==> config.mk <==
export PLATFORM = sky130hd
export DESIGN_NAME = uart_tx
export DESIGN_NICKNAME = d
export VERILOG_FILES = /design/src/rtl/uart_tx.sv
export SDC_FILE = /design/constraint.sdc
export NUM_CORES = 1
export LEC_CHECK = 0
export CORE_MARGIN = 2
export CORE_UTILIZATION = 30
export CTS_CLUSTER_SIZE = 25
export DETAILED_ROUTE_END_ITERATION = 6
export DONT_BUFFER_PORTS = 1
export SLEW_MARGIN = 20
export SYNTH_ARGS = -nofsm -noshare
export SYNTH_HDL_FRONTEND = slang
export SYNTH_SLANG_ARGS = --single-unit
export TNS_END_PERCENT = 30
==> constraint.sdc <==
create_clock -name i_sys_clk -period 4 [get_ports i_sys_clk]
set_input_delay 0.4 -clock i_sys_clk [delete_from_list [all_inputs] [get_ports i_sys_clk]]
set_output_delay 0.4 -clock i_sys_clk [all_outputs]
set_load 0.02 [all_outputs]
==> src/rtl/uart_tx.sv <==
// uart_tx: UART transmitter, one byte per valid/ready handshake, sent LSB first.
// The default frame is 8N1. Define UART_TX_PARITY_EN to send 8E1 frames instead:
// an even parity bit goes between d[7] and the stop bit.
// The bit period is DIV = clock frequency / baud. The 3-bit rate code and the
// 1-bit clock code select it at run time. DIV is frozen when a byte is accepted.
//
// Ports:
//   i_sys_clk      system clock, rising edge
//   i_sys_rst_n    asynchronous active-low reset
//   i_tx_uart_bps  rate code 0..7 -> 2400,4800,9600,19200,38400,57600,115200,9600
//   i_tx_uart_clk  0 selects CLK_FREQ_0, 1 selects CLK_FREQ_1
//   i_data         byte to send, latched on acceptance
//   i_valid        byte available
//   o_ready        idle and able to accept a byte
//   o_tx           serial line, idles high
//   o_busy         inverse of o_ready
//   o_done         one-cycle pulse when the stop bit ends
module uart_tx #(
    parameter int unsigned CLK_FREQ_0 = 26_000_000,
    parameter int unsigned CLK_FREQ_1 = 50_000_000
) (
    input  logic       i_sys_clk,
    input  logic       i_sys_rst_n,
    input  logic [2:0] i_tx_uart_bps,
    input  logic       i_tx_uart_clk,
    input  logic [7:0] i_data,
    input  logic       i_valid,
    output logic       o_ready,
    output logic       o_tx,
    output logic       o_busy,
    output logic       o_done
);

    localparam int unsigned DIV_W  = 16;
    localparam int unsigned BIT_W  = 3;
    localparam int unsigned DATA_W = 8;
    localparam int unsigned WARM_W = 2;

    typedef logic [15:0][DIV_W-1:0] div_tab_t;

    typedef enum logic [2:0] {
        S_IDLE,
        S_START,
        S_DATA,
`ifdef UART_TX_PARITY_EN
        S_PARITY,
`endif
        S_STOP
    } state_t;

    // Elaboration-time divisor table indexed by {clock code, rate code}
    function automatic div_tab_t build_div_tab();
        div_tab_t    tab;
        int unsigned freq;
        int unsigned baud;
        tab = '0;
        for (int i = 0; i < 16; i++) begin
            freq = (i >= 8) ? CLK_FREQ_1 : CLK_FREQ_0;
            case (i % 8)
                0:       baud = 2400;
                1:       baud = 4800;
                2:       baud = 9600;
                3:       baud = 19200;
                4:       baud = 38400;
                5:       baud = 57600;
                6:       baud = 115200;
                default: baud = 9600;
            endcase
            tab[i] = DIV_W'(freq / baud);
        end
        return tab;
    endfunction

    localparam div_tab_t DIV_TAB = build_div_tab();

    state_t              state_q, state_d;
    logic [DIV_W-1:0]    div_q, div_d;
    logic [DIV_W-1:0]    cnt_q, cnt_d;
    logic [BIT_W-1:0]    bit_q, bit_d;
    logic [DATA_W-1:0]   shift_q, shift_d;
    logic [WARM_W-1:0]   warm_q, warm_d;
    logic                tx_q, tx_d;
    logic                ready_q, ready_d;
    logic                busy_q, busy_d;
    logic                done_q, done_d;
`ifdef UART_TX_PARITY_EN
    logic                par_q, par_d;
`endif
    logic [DIV_W-1:0]    div_sel;
    logic                wrap;
    logic                warm_ok;

    assign div_sel = DIV_TAB[{i_tx_uart_clk, i_tx_uart_bps}];
    assign wrap    = (cnt_q == div_q - DIV_W'(1));
    // DIV is loaded on the first edge after reset; accept nothing until the third edge
    assign warm_ok = (warm_q == WARM_W'(2));

    // Next-state and next-output logic
    always_comb begin
        state_d = state_q;
        div_d   = div_q;
        cnt_d   = cnt_q;
        bit_d   = bit_q;
        shift_d = shift_q;
        tx_d    = tx_q;
        done_d  = 1'b0;
        warm_d  = warm_ok ? warm_q : warm_q + WARM_W'(1);
`ifdef UART_TX_PARITY_EN
        par_d   = par_q;
`endif

        if (state_q != S_IDLE) begin
            cnt_d = wrap ? '0 : cnt_q + DIV_W'(1);
        end

        case (state_q)
            S_IDLE: begin
                div_d = div_sel;
                cnt_d = '0;
                bit_d = '0;
                tx_d  = 1'b1;
                if (i_valid && ready_q && warm_ok) begin
                    state_d = S_START;
                    shift_d = i_data;
                    tx_d    = 1'b0;
`ifdef UART_TX_PARITY_EN
                    par_d   = ^i_data;
`endif
                end
            end
            S_START: begin
                if (wrap) begin
                    state_d = S_DATA;
                    tx_d    = shift_q[0];
                end
            end
            S_DATA: begin
                if (wrap) begin
                    if (bit_q == BIT_W'(DATA_W - 1)) begin
`ifdef UART_TX_PARITY_EN
                        state_d = S_PARITY;
                        tx_d    = par_q;
`else
                        state_d = S_STOP;
                        tx_d    = 1'b1;
`endif
                    end else begin
                        bit_d   = bit_q + BIT_W'(1);
                        shift_d = shift_q >> 1;
                        tx_d    = shift_q[1];
                    end
                end
            end
`ifdef UART_TX_PARITY_EN
            S_PARITY: begin
                if (wrap) begin
                    state_d = S_STOP;
                    tx_d    = 1'b1;
                end
            end
`endif
            S_STOP: begin
                if (wrap) begin
                    state_d = S_IDLE;
                    done_d  = 1'b1;
                end
            end
            default: begin
                state_d = S_IDLE;
                tx_d    = 1'b1;
            end
        endcase

        ready_d = (state_d == S_IDLE) && warm_ok;
        busy_d  = !ready_d;
    end

    // State and output registers
    always_ff @(posedge i_sys_clk or negedge i_sys_rst_n) begin
        if (!i_sys_rst_n) begin
            state_q <= S_IDLE;
            div_q   <= '0;
            cnt_q   <= '0;
            bit_q   <= '0;
            shift_q <= '0;
            warm_q  <= '0;
            tx_q    <= 1'b1;
            ready_q <= 1'b1;
            busy_q  <= 1'b0;
            done_q  <= 1'b0;
`ifdef UART_TX_PARITY_EN
            par_q   <= 1'b0;
`endif
        end else begin
            state_q <= state_d;
            div_q   <= div_d;
            cnt_q   <= cnt_d;
            bit_q   <= bit_d;
            shift_q <= shift_d;
            warm_q  <= warm_d;
            tx_q    <= tx_d;
            ready_q <= ready_d;
            busy_q  <= busy_d;
            done_q  <= done_d;
`ifdef UART_TX_PARITY_EN
            par_q   <= par_d;
`endif
        end
    end

    assign o_tx    = tx_q;
    assign o_ready = ready_q;
    assign o_busy  = busy_q;
    assign o_done  = done_q;

endmodule

==> results.py, run 1 <==
metrics = {
    "run_status": {
        "status": "completed",
    },
    "final_layout": {
        "fillers": 1120,
        "final_area_um2": 3550,
        "final_nets": 383,
        "final_cell_mix": "49 x dfrtp_1, 37 x nor2_1, 26 x nand2_1",
        "synthToLayoutAreaGrowth_pct": 7.14,
        "finalNonFillerCells": 497,
        "drive_above_1_share": 0.0784,
        "n_antenna_cell": 0,
        "final_common_cell": "dfrtp_1",
    },
    "synth": {
        "ys_types": 60,
        "ys_seq_area_frac": 0.386,
        "synth_fp_nets": 394,
        "netlist_instances": 367,
        "yosys.area.top_type": "dfrtp_1",
        "synth-async-reset-ratio": 1.00,
        "synth_ff_type": "dfrtp_1",
        "synth.cell_area_um2": 3310,
        "synth_top_area_share": 0.370,
        "synth_warnings": 0,
        "synth_area_leaders": "dfrtp_1 37%, ha_1 4.5%, xor2_1 4.2%, nor2_1 4.2%, xnor2_1 4.0%",
        "syn_area_per_cell_um2": 9.02,
        "ys_ff_latch": 51,
        "synth_edf_count": 0,
    },
    "detailed_routing": {
        "drt-wirelength-per-cell_um": 14.4,
        "drc": 0,
        "ant_nets": 0,
        "vias": 2569,
        "wirelength_um": 7170,
        "drtIter0Drc": 196,
        "vias_per_cell": 5.17,
        "dr.pass1.iters": 4,
    },
    "clock_network": {
        "postCtsResizedCells": 0,
        "cts_max_level": 2,
        "clk_latency_ns": 0.31,
        "hold_buffers": 2,
        "clk_pin_slew_worst_paths_ns": 0.10,
        "cts_tree": "done",
        "clock_tree.buffer_depth": 2,
        "clock-root-buffer": "clkbuf_8",
        "cts-buffers-inserted": 5,
        "clkSinkCount": 51,
        "postCtsSetupRepairBufs": 0,
    },
    "placement": {
        "place_congestion": 0.837,
        "dpl.cell_count": 487,
        "numPortBuffers": 0,
        "place_area_um2": 3400,
        "dpl.hpwl_um": 5360,
    },
    "critical_path": {
        "cp_cell_sequence": "or4_4 > nor4_1 > o21ai_0 > a22oi_1 > nand4b_4 > or2_4 > or4_4 > o221a_1",
        "cp_max_fo": 9,
        "critPathSlowestCell": "or4_4",
        "slowest_delay_ns": 0.62,
        "critPathCaptureType": "flop",
        "crit_top_cell": "or4_4",
        "worstPathRequired_ns": 4.21,
        "crit_arrival_ns": 3.37,
        "critPathLaunchType": "flop",
        "critPathKind": "flop to flop",
    },
    "sta": {
        "finalMaxSlewViolations": 0,
        "finalClockSkew_ns": 0.0107,
        "max_freq_mhz": 316,
        "period_share": 0.791,
        "slew_headroom": 0.471,
        "fin_crit_ns": 3.16,
        "fin_tns_setup_ns": 0,
        "hold_ws_ns": 0.179,
        "setup-violations-final": 0,
        "hold_viol_final": 0,
        "worstMarginPinSlew_ns": 0.787,
        "rsz0062_at_grt": "no",
    },
    "power": {
        "peakVddDrop_mv": 0.188,
        "p_leak_nw": 1.47,
        "p_per_area_nw_per_um2": 372,
        "power_mw": 1.32,
    },
    "grt": {
        "grt_use_total": 0.130,
        "antenna_found_initial": 0,
        "grt_max_degree": 52,
        "grt_remaining_overflow": 0,
        "grt_pass1_vias": 2518,
        "grt_pass1_wl_um": 12300,
    },
    "floorplan": {
        "initial_core_util": 0.307,
        "boundaryPins": 19,
        "die_x_um": 109,
        "die_area_um2": 11900,
        "rows": 38,
        "die_h_um": 109,
        "core_region_area_um2": 10800,
    },
    "flow_run": {
        "drv_cap": 0,
    },
    "min_path": {
        "hold_class": "input port to flop",
    },
}
logic make-up after synthesis:
logic type	count (synthesis)	share of synthesized area
other	1	0.00113
buffers and inverters	39	0.0495
multiplexers	4	0.0196
XOR/XNOR	31	0.0820
AND/OR/NAND/NOR	153	0.254
AO/OA/AOI/OAI	76	0.162
adder cells (fa/ha/maj)	12	0.0453
flip-flops	51	0.386
synthesized netlist by cell type, types with 9 or more instances:
cell and count:
xor2_1 16, dfrtp_1 49, a21oi_1 16, o21ai_0 23
clkbuf_1 16, nand3_1 14, inv_1 18, nor3_1 16
or3_1 13, nand2_1 26, xnor2_1 15, ha_1 12
nor2_1 37, and3_1 9
worst paths after layout:
path / cells after the start / startpoint / slack [ns] / endpoint
setup / recovery: 8 / div_q[7]$_DFFE_PN0P_ / 0.84 / shift_q[5]$_DFFE_PN0P_
hold / removal: 1 / i_tx_uart_bps[2] / 0.18 / div_q[13]$_DFFE_PN0P_
setup reg to reg: 8 / div_q[7]$_DFFE_PN0P_ / 0.84 / shift_q[5]$_DFFE_PN0P_
hold reg to reg: 1 / warm_q[0]$_DFFE_PN0P_ / 0.48 / warm_q[0]$_DFFE_PN0P_
max in group asynchronous: 2 / i_sys_rst_n / 3.10 / o_ready$_DFF_PN1_
min in group asynchronous: 2 / i_sys_rst_n / 0.63 / o_done$_DFF_PN0_
worst max-delay path: cells and delay by family, from the launching register on:
| kind | cells | cell delay [ns] |
|---|---|---|
| AO/OA/AOI/OAI | 3 | 0.75 |
| flip-flops | 1 | 0.49 |
| AND/OR/NAND/NOR | 5 | 1.83 |
metrics by stage:
stage          utilization  worst slack, ns
4_1_cts              0.329            0.881
3_5_place_dp         0.315            0.896
6_report             0.329            0.835
2_1_floorplan            -            0.958
5_1_grt              0.329            0.637
3_3_place_gp         0.315            0.934
state kept, by name, summed over array words and instances (netlist names):
signal,flops
bit_q,3
cnt_q,16
div_q,15
o_busy,1
o_done,1
o_ready,1
o_tx,1
shift_q,8
state_q,3
warm_q,2
layer usage:
layer	vias up	track usage	wire length [um]
met2	48	0.197	3240
met1	1224	0.186	3520
met4	0	0.0385	116
li1	1286	-	-
met5	-	0	0
met3	11	0.0251	290
layout make-up:
| cell class | count | area (um^2) | share of cell area |
|---|---|---|---|
| Inverter | 18 | 67.6 | 0.0190 |
| Sequential cell | 51 | 1280 | 0.360 |
| Multi-Input combinational cell | 277 | 1870 | 0.527 |
| Clock inverter | 3 | 43.8 | 0.0123 |
| Tap cell | 140 | 175 | 0.0494 |
| Timing Repair Buffer | 3 | 45.0 | 0.0127 |
| Clock buffer | 5 | 68.8 | 0.0194 |
where the power goes:
group	switching (mW)	internal [mW]	leakage [nW]
Clock	0.179	0.187	0.0581
Sequential	0.0780	0.570	0.650
Combinational	0.170	0.137	0.766
Total	0.426	0.894	1.47
Power figures use the tool's default switching activity.
==> run 2, diff against run 1 <==
- clock period: 4 -> 3.15 ns (I/O delays scaled with it)
==> run 2 against run 1 <==
  * Setup slack got worse by 0.75 ns
  * Via count increased by 2.6%
  * Wire length increased by 0.66%
  * Core utilization increased by 0.95 points
  * Critical path depth unchanged
  * Maximum frequency increased by 3.1%
  * Cell count increased by 1.6%
  * Worst hold slack got worse by 0.066 ns
  * Clock-buffer cell count increased by 1
  * Final area increased by 2.9%
  * Sequential power increased by 25%
==> results.py, run 2 (same netlist as run 1, synthesis figures left out) <==
metrics = {
    "sta": {
        "fin_ws_ns": 0.0809,
        "finalMaxSlewViolations": 0,
        "setup-violations-final": 0,
        "fin_crit_ns": 3.07,
        "hold_viol_final": 0,
        "finalClockSkew_ns": 0.00496,
        "slew_headroom": 0.573,
        "period_share": 0.974,
        "max_freq_mhz": 326,
        "worstMarginPinSlew_ns": 0.633,
    },
    "flow_run": {
        "drv_cap": 0,
    },
    "critical_path": {
        "crit_top_cell": "or4_4",
        "critical_path.top_delay_family": "simple AND/OR/NAND/NOR gates",
        "worst-path-buf-inv": 0,
        "critPathKind": "flop to flop",
        "critPathSlowestCell": "or4_4",
        "worstPathRequired_ns": 3.34,
        "cp_cell_sequence": "or4_4 > nor4_1 > o21ai_0 > a22oi_2 > nand4b_4 > or2_4 > or4_4 > o221a_1",
        "r2r_slack_ns": 0.08,
        "critPathCaptureType": "flop",
        "critPathLaunchType": "flop",
        "crit_arrival_ns": 3.26,
        "slowest_delay_ns": 0.59,
        "cp_max_fo": 7,
    },
    "final_layout": {
        "synthToLayoutAreaGrowth_pct": 10.2,
        "fillers": 1112,
        "final_common_cell": "dfrtp_1",
        "drive_above_1_share": 0.110,
        "final_cell_mix": "47 x dfrtp_1, 37 x nor2_1, 26 x nand2_1",
        "regMostFlops": "cnt_q",
        "largest_register_ffs": 16,
        "top_regs": "cnt_q x16, div_q x15, shift_q x8",
        "final_nets": 391,
        "utilization": 0.338,
        "n_antenna_cell": 0,
    },
    "floorplan": {
        "core_region_area_um2": 10800,
        "die_x_um": 109,
        "initial_core_util": 0.307,
        "rows": 38,
        "die_h_um": 109,
        "die_area_um2": 11900,
        "boundaryPins": 19,
    },
    "placement": {
        "numPortBuffers": 0,
        "dpl.hpwl_um": 5430,
        "place_congestion": 0.892,
        "dp_worst_setup_slack_ns": 0.115,
    },
    "grt": {
        "grt_pass1_wl_um": 12200,
        "grt_use_total": 0.128,
        "antenna_found_initial": 0,
        "grt_pass1_vias": 2440,
        "grt_max_degree": 52,
        "grt_remaining_overflow": 0,
    },
    "power": {
        "peakVddDrop_mv": 0.189,
        "p_leak_nw": 1.51,
        "p_per_area_nw_per_um2": 466,
    },
    "detailed_routing": {
        "drt-wirelength-per-cell_um": 14.3,
        "wirelength_um": 7220,
        "vias": 2635,
        "ant_nets": 0,
        "vias_per_cell": 5.22,
        "dr.pass1.iters": 4,
        "drc": 0,
        "drtIter0Drc": 152,
    },
    "clock_network": {
        "clk_latency_ns": 0.30,
        "clk_pin_slew_worst_paths_ns": 0.09,
        "postCtsSetupRepairBufs": 0,
        "clock-root-buffer": "clkbuf_8",
        "clkSinkCount": 51,
        "cts-buffers-inserted": 5,
        "clock_tree.buffer_depth": 2,
        "cts_tree": "done",
        "cts_max_level": 2,
    },
    "min_path": {
        "hold_class": "input port to flop",
    },
    "run_status": {
        "status": "completed",
    },
}
[run 2: what timing repair did]
action	4_1_cts	5_1_grt
endpoints found under the setup margin	0	9
resized for setup	0	8
hold endpoints to repair	51	0
hold buffers	2	0
[run 2: path summary, 6_finish.rpt]
kind / endpoint / startpoint / cells past startpoint
hold reg to reg: warm_q[0]$_DFFE_PN0P_ / warm_q[0]$_DFFE_PN0P_ / 1
setup / recovery: shift_q[4]$_DFFE_PN0P_ / div_q[3]$_DFFE_PN0P_ / 8
hold / removal: div_q[13]$_DFFE_PN0P_ / i_tx_uart_bps[2] / 1
setup reg to reg: shift_q[4]$_DFFE_PN0P_ / div_q[3]$_DFFE_PN0P_ / 8
max in group asynchronous: o_tx$_DFFE_PN1P_ / i_sys_rst_n / 2
min in group asynchronous: state_q[1]$_DFF_PN0_ / i_sys_rst_n / 2
[run 2: per-layer routing]
metal  vias to the layer above  wire length, um  global-route usage
li1                       1305                -                   -
met1                      1280             3560               0.188
met2                        44             3290               0.190
met3                         6              294              0.0251
met4                         0               70              0.0330
met5                         -                0                   0
[run 2: final cells by class]
type                       count  area (um^2)  area share
clock inverter                 2         37.5      0.0103
sequential                    51         1280       0.351
clock buffer                   6         72.6      0.0199
tap                          140          175      0.0480
timing repair buffer          11          118      0.0322
multi-input combinational    277         1900       0.520
inverter                      18         67.6      0.0185
[run 2: where the power goes]
part	switching, mW	internal (mW)	total, mW	leakage [nW]
Clock	0.212	0.237	0.449	0.0514
Sequential	0.0846	0.725	0.810	0.647
Combinational	0.243	0.199	0.442	0.815
Total	0.540	1.16	1.70	1.51
[run 2: worst reg2reg max path, cell delays in order, from the launching register on]
cell	delay (ns)
dfrtp_2	0.47
or4_4	0.59
nor4_1	0.27
o21ai_0	0.21
a22oi_2	0.25
nand4b_4	0.17
or2_4	0.28
or4_4	0.48
o221a_1	0.25
[run 2: per-stage QoR]
stage	instance area (um^2)	power, mW	instances	hold WS [ns]	setup TNS, ns
floorplan	3310	1.13	367	0.0194	0
global placement	3470	1.22	495	0.0206	0
detailed placement	3470	1.23	495	0.0206	0
CTS	3620	1.71	505	0.106	0
global route	3650	1.82	505	0.115	-0.115
finish	3650	1.70	505	0.112	0
==> run 3, diff against run 2 <==
- CTS_BUF_LIST: not set -> sky130_fd_sc_hd__clkbuf_4 sky130_fd_sc_hd__clkbuf_8
==> run 3 against run 2 <==
  * Sequential power barely moved
  * Power is 0.82% higher
  * Clock-buffer cell count stayed put
  * Critical path type unchanged
==> results.py, run 3 (same netlist as run 1, synthesis figures left out) <==
metrics = {
    "sta": {
        "finalMaxSlewViolations": 0,
        "worstMarginPinSlew_ns": 0.634,
        "slew_headroom": 0.572,
        "hold_viol_final": 0,
        "fin_ws_ns": 0.109,
        "max_freq_mhz": 329,
        "fin_crit_ns": 3.04,
        "setup-violations-final": 0,
        "fin_tns_setup_ns": 0,
        "finalClockSkew_ns": 0.00684,
        "hold_ws_ns": 0.110,
        "period_share": 0.965,
    },
    "clock_network": {
        "clk_pin_slew_worst_paths_ns": 0.09,
        "clk_latency_ns": 0.30,
        "cts-buffers-inserted": 5,
        "cts_max_level": 2,
        "cts_tree": "done",
        "clock-root-buffer": "clkbuf_8",
        "clkSinkCount": 51,
        "clock_tree.buffer_depth": 2,
        "postCtsSetupRepairBufs": 0,
    },
    "placement": {
        "dp_worst_setup_slack_ns": 0.115,
        "numPortBuffers": 0,
        "dpl.hpwl_um": 5430,
        "dpl.cell_count": 495,
        "place_congestion": 0.892,
    },
    "final_layout": {
        "final_nets": 391,
        "regMostFlops": "cnt_q",
        "final_common_cell": "dfrtp_1",
        "drive_above_1_share": 0.112,
        "n_antenna_cell": 0,
        "multiInputGateArea_um2": 1900,
        "largest_register_ffs": 16,
        "fillers": 1111,
        "finalNonFillerCells": 505,
        "final_cell_mix": "47 x dfrtp_1, 37 x nor2_1, 26 x nand2_1",
        "top_regs": "cnt_q x16, div_q x15, shift_q x8",
        "synthToLayoutAreaGrowth_pct": 10.4,
        "seq_area_um2": 1280,
    },
    "min_path": {
        "hold_class": "input port to flop",
    },
    "power": {
        "p_leak_nw": 1.52,
        "p_seq_frac": 0.473,
        "clockPowerShare": 0.269,
        "peakVddDrop_mv": 0.188,
        "power_mw": 1.71,
        "p_per_area_nw_per_um2": 469,
        "internal-power_mw": 1.17,
        "switchingPower_uw": 545,
        "sw_frac_of_total": 0.318,
        "p_comb_frac": 0.258,
    },
    "floorplan": {
        "core_region_area_um2": 10800,
        "rows": 38,
        "die_x_um": 109,
        "boundaryPins": 19,
        "die_area_um2": 11900,
        "die_h_um": 109,
        "initial_core_util": 0.307,
    },
    "grt": {
        "grt_pass1_vias": 2439,
        "grt_max_degree": 52,
        "grt_remaining_overflow": 0,
        "grt_pass1_wl_um": 12200,
        "antenna_found_initial": 0,
        "grt_use_total": 0.128,
    },
    "detailed_routing": {
        "drtIter0Drc": 155,
        "ant_nets": 0,
        "wirelength_um": 7250,
        "drc": 0,
        "vias_per_cell": 5.22,
        "drt-wirelength-per-cell_um": 14.4,
        "dr.pass1.iters": 4,
        "vias": 2637,
    },
    "run_status": {
        "status": "completed",
    },
    "flow_run": {
        "drv_cap": 0,
    },
    "critical_path": {
        "worstPathRequired_ns": 3.35,
        "critPathCaptureType": "flop",
        "crit_arrival_ns": 3.24,
        "critPathLaunchType": "flop",
        "cp_max_fo": 7,
        "critPathKind": "flop to flop",
    },
}
-- run 3: what timing repair did --
action / CTS / global route
hold buffers: 2 / 0
hold endpoints to repair: 51 / 0
resized for setup: 0 / 8
setup endpoints to repair: 0 / 10
-- run 3: layout make-up --
type	instances	area share
clock buffer	6	0.0209
clock inverter	2	0.0103
inverter	18	0.0185
multi-input combinational	277	0.520
sequential	51	0.351
tap	140	0.0479
timing repair buffer	11	0.0322
-- run 3: path summary, 6_finish.rpt --
path,from,end,depth (start not counted),slack [ns]
max in group asynchronous,i_sys_rst_n,o_tx$_DFFE_PN1P_,2,2.37
max reg2reg,div_q[3]$_DFFE_PN0P_,shift_q[4]$_DFFE_PN0P_,8,0.11
min in group asynchronous,i_sys_rst_n,warm_q[0]$_DFFE_PN0P_,2,0.52
min,i_tx_uart_bps[2],div_q[13]$_DFFE_PN0P_,1,0.11
max,div_q[3]$_DFFE_PN0P_,shift_q[4]$_DFFE_PN0P_,8,0.11
min reg2reg,warm_q[0]$_DFFE_PN0P_,warm_q[0]$_DFFE_PN0P_,1,0.48
-- run 3: power groups by stage --
stage | Sequential [mW] | Clock [mW] | Combinational [mW]
after detailed placement | 0.819 | 0 | 0.413
after floorplan | 0.786 | 0 | 0.348
final | 0.810 | 0.462 | 0.443
after CTS | 0.806 | 0.476 | 0.434
after global placement | 0.815 | 0 | 0.408
after global routing | 0.822 | 0.508 | 0.497
-- run 3: routing by layer --
layer | GRT usage | vias to the layer above | part of all wire | wire, um
li1 | - | 1301 | - | -
met1 | 0.188 | 1282 | 0.50 | 3630
met2 | 0.190 | 43 | 0.45 | 3280
met3 | 0.0251 | 11 | 0.032 | 234
met4 | 0.0330 | 0 | 0.015 | 106
met5 | 0 | - | 0 | 0
-- run 3: through the flow --
stage / instance area [um^2] / utilization
2_1_floorplan: 3310 / -
3_3_place_gp: 3470 / 0.322
3_5_place_dp: 3470 / 0.322
4_1_cts: 3620 / 0.336
5_1_grt: 3650 / 0.339
6_report: 3650 / 0.339
-- run 3: worst max-delay path, cell delays in order, from the launching register on --
cell	delay, ns
dfrtp_2	0.47
or4_4	0.59
nor4_1	0.25
o21ai_0	0.20
a22oi_2	0.25
nand4b_4	0.17
or2_4	0.28
or4_4	0.48
o221a_1	0.25
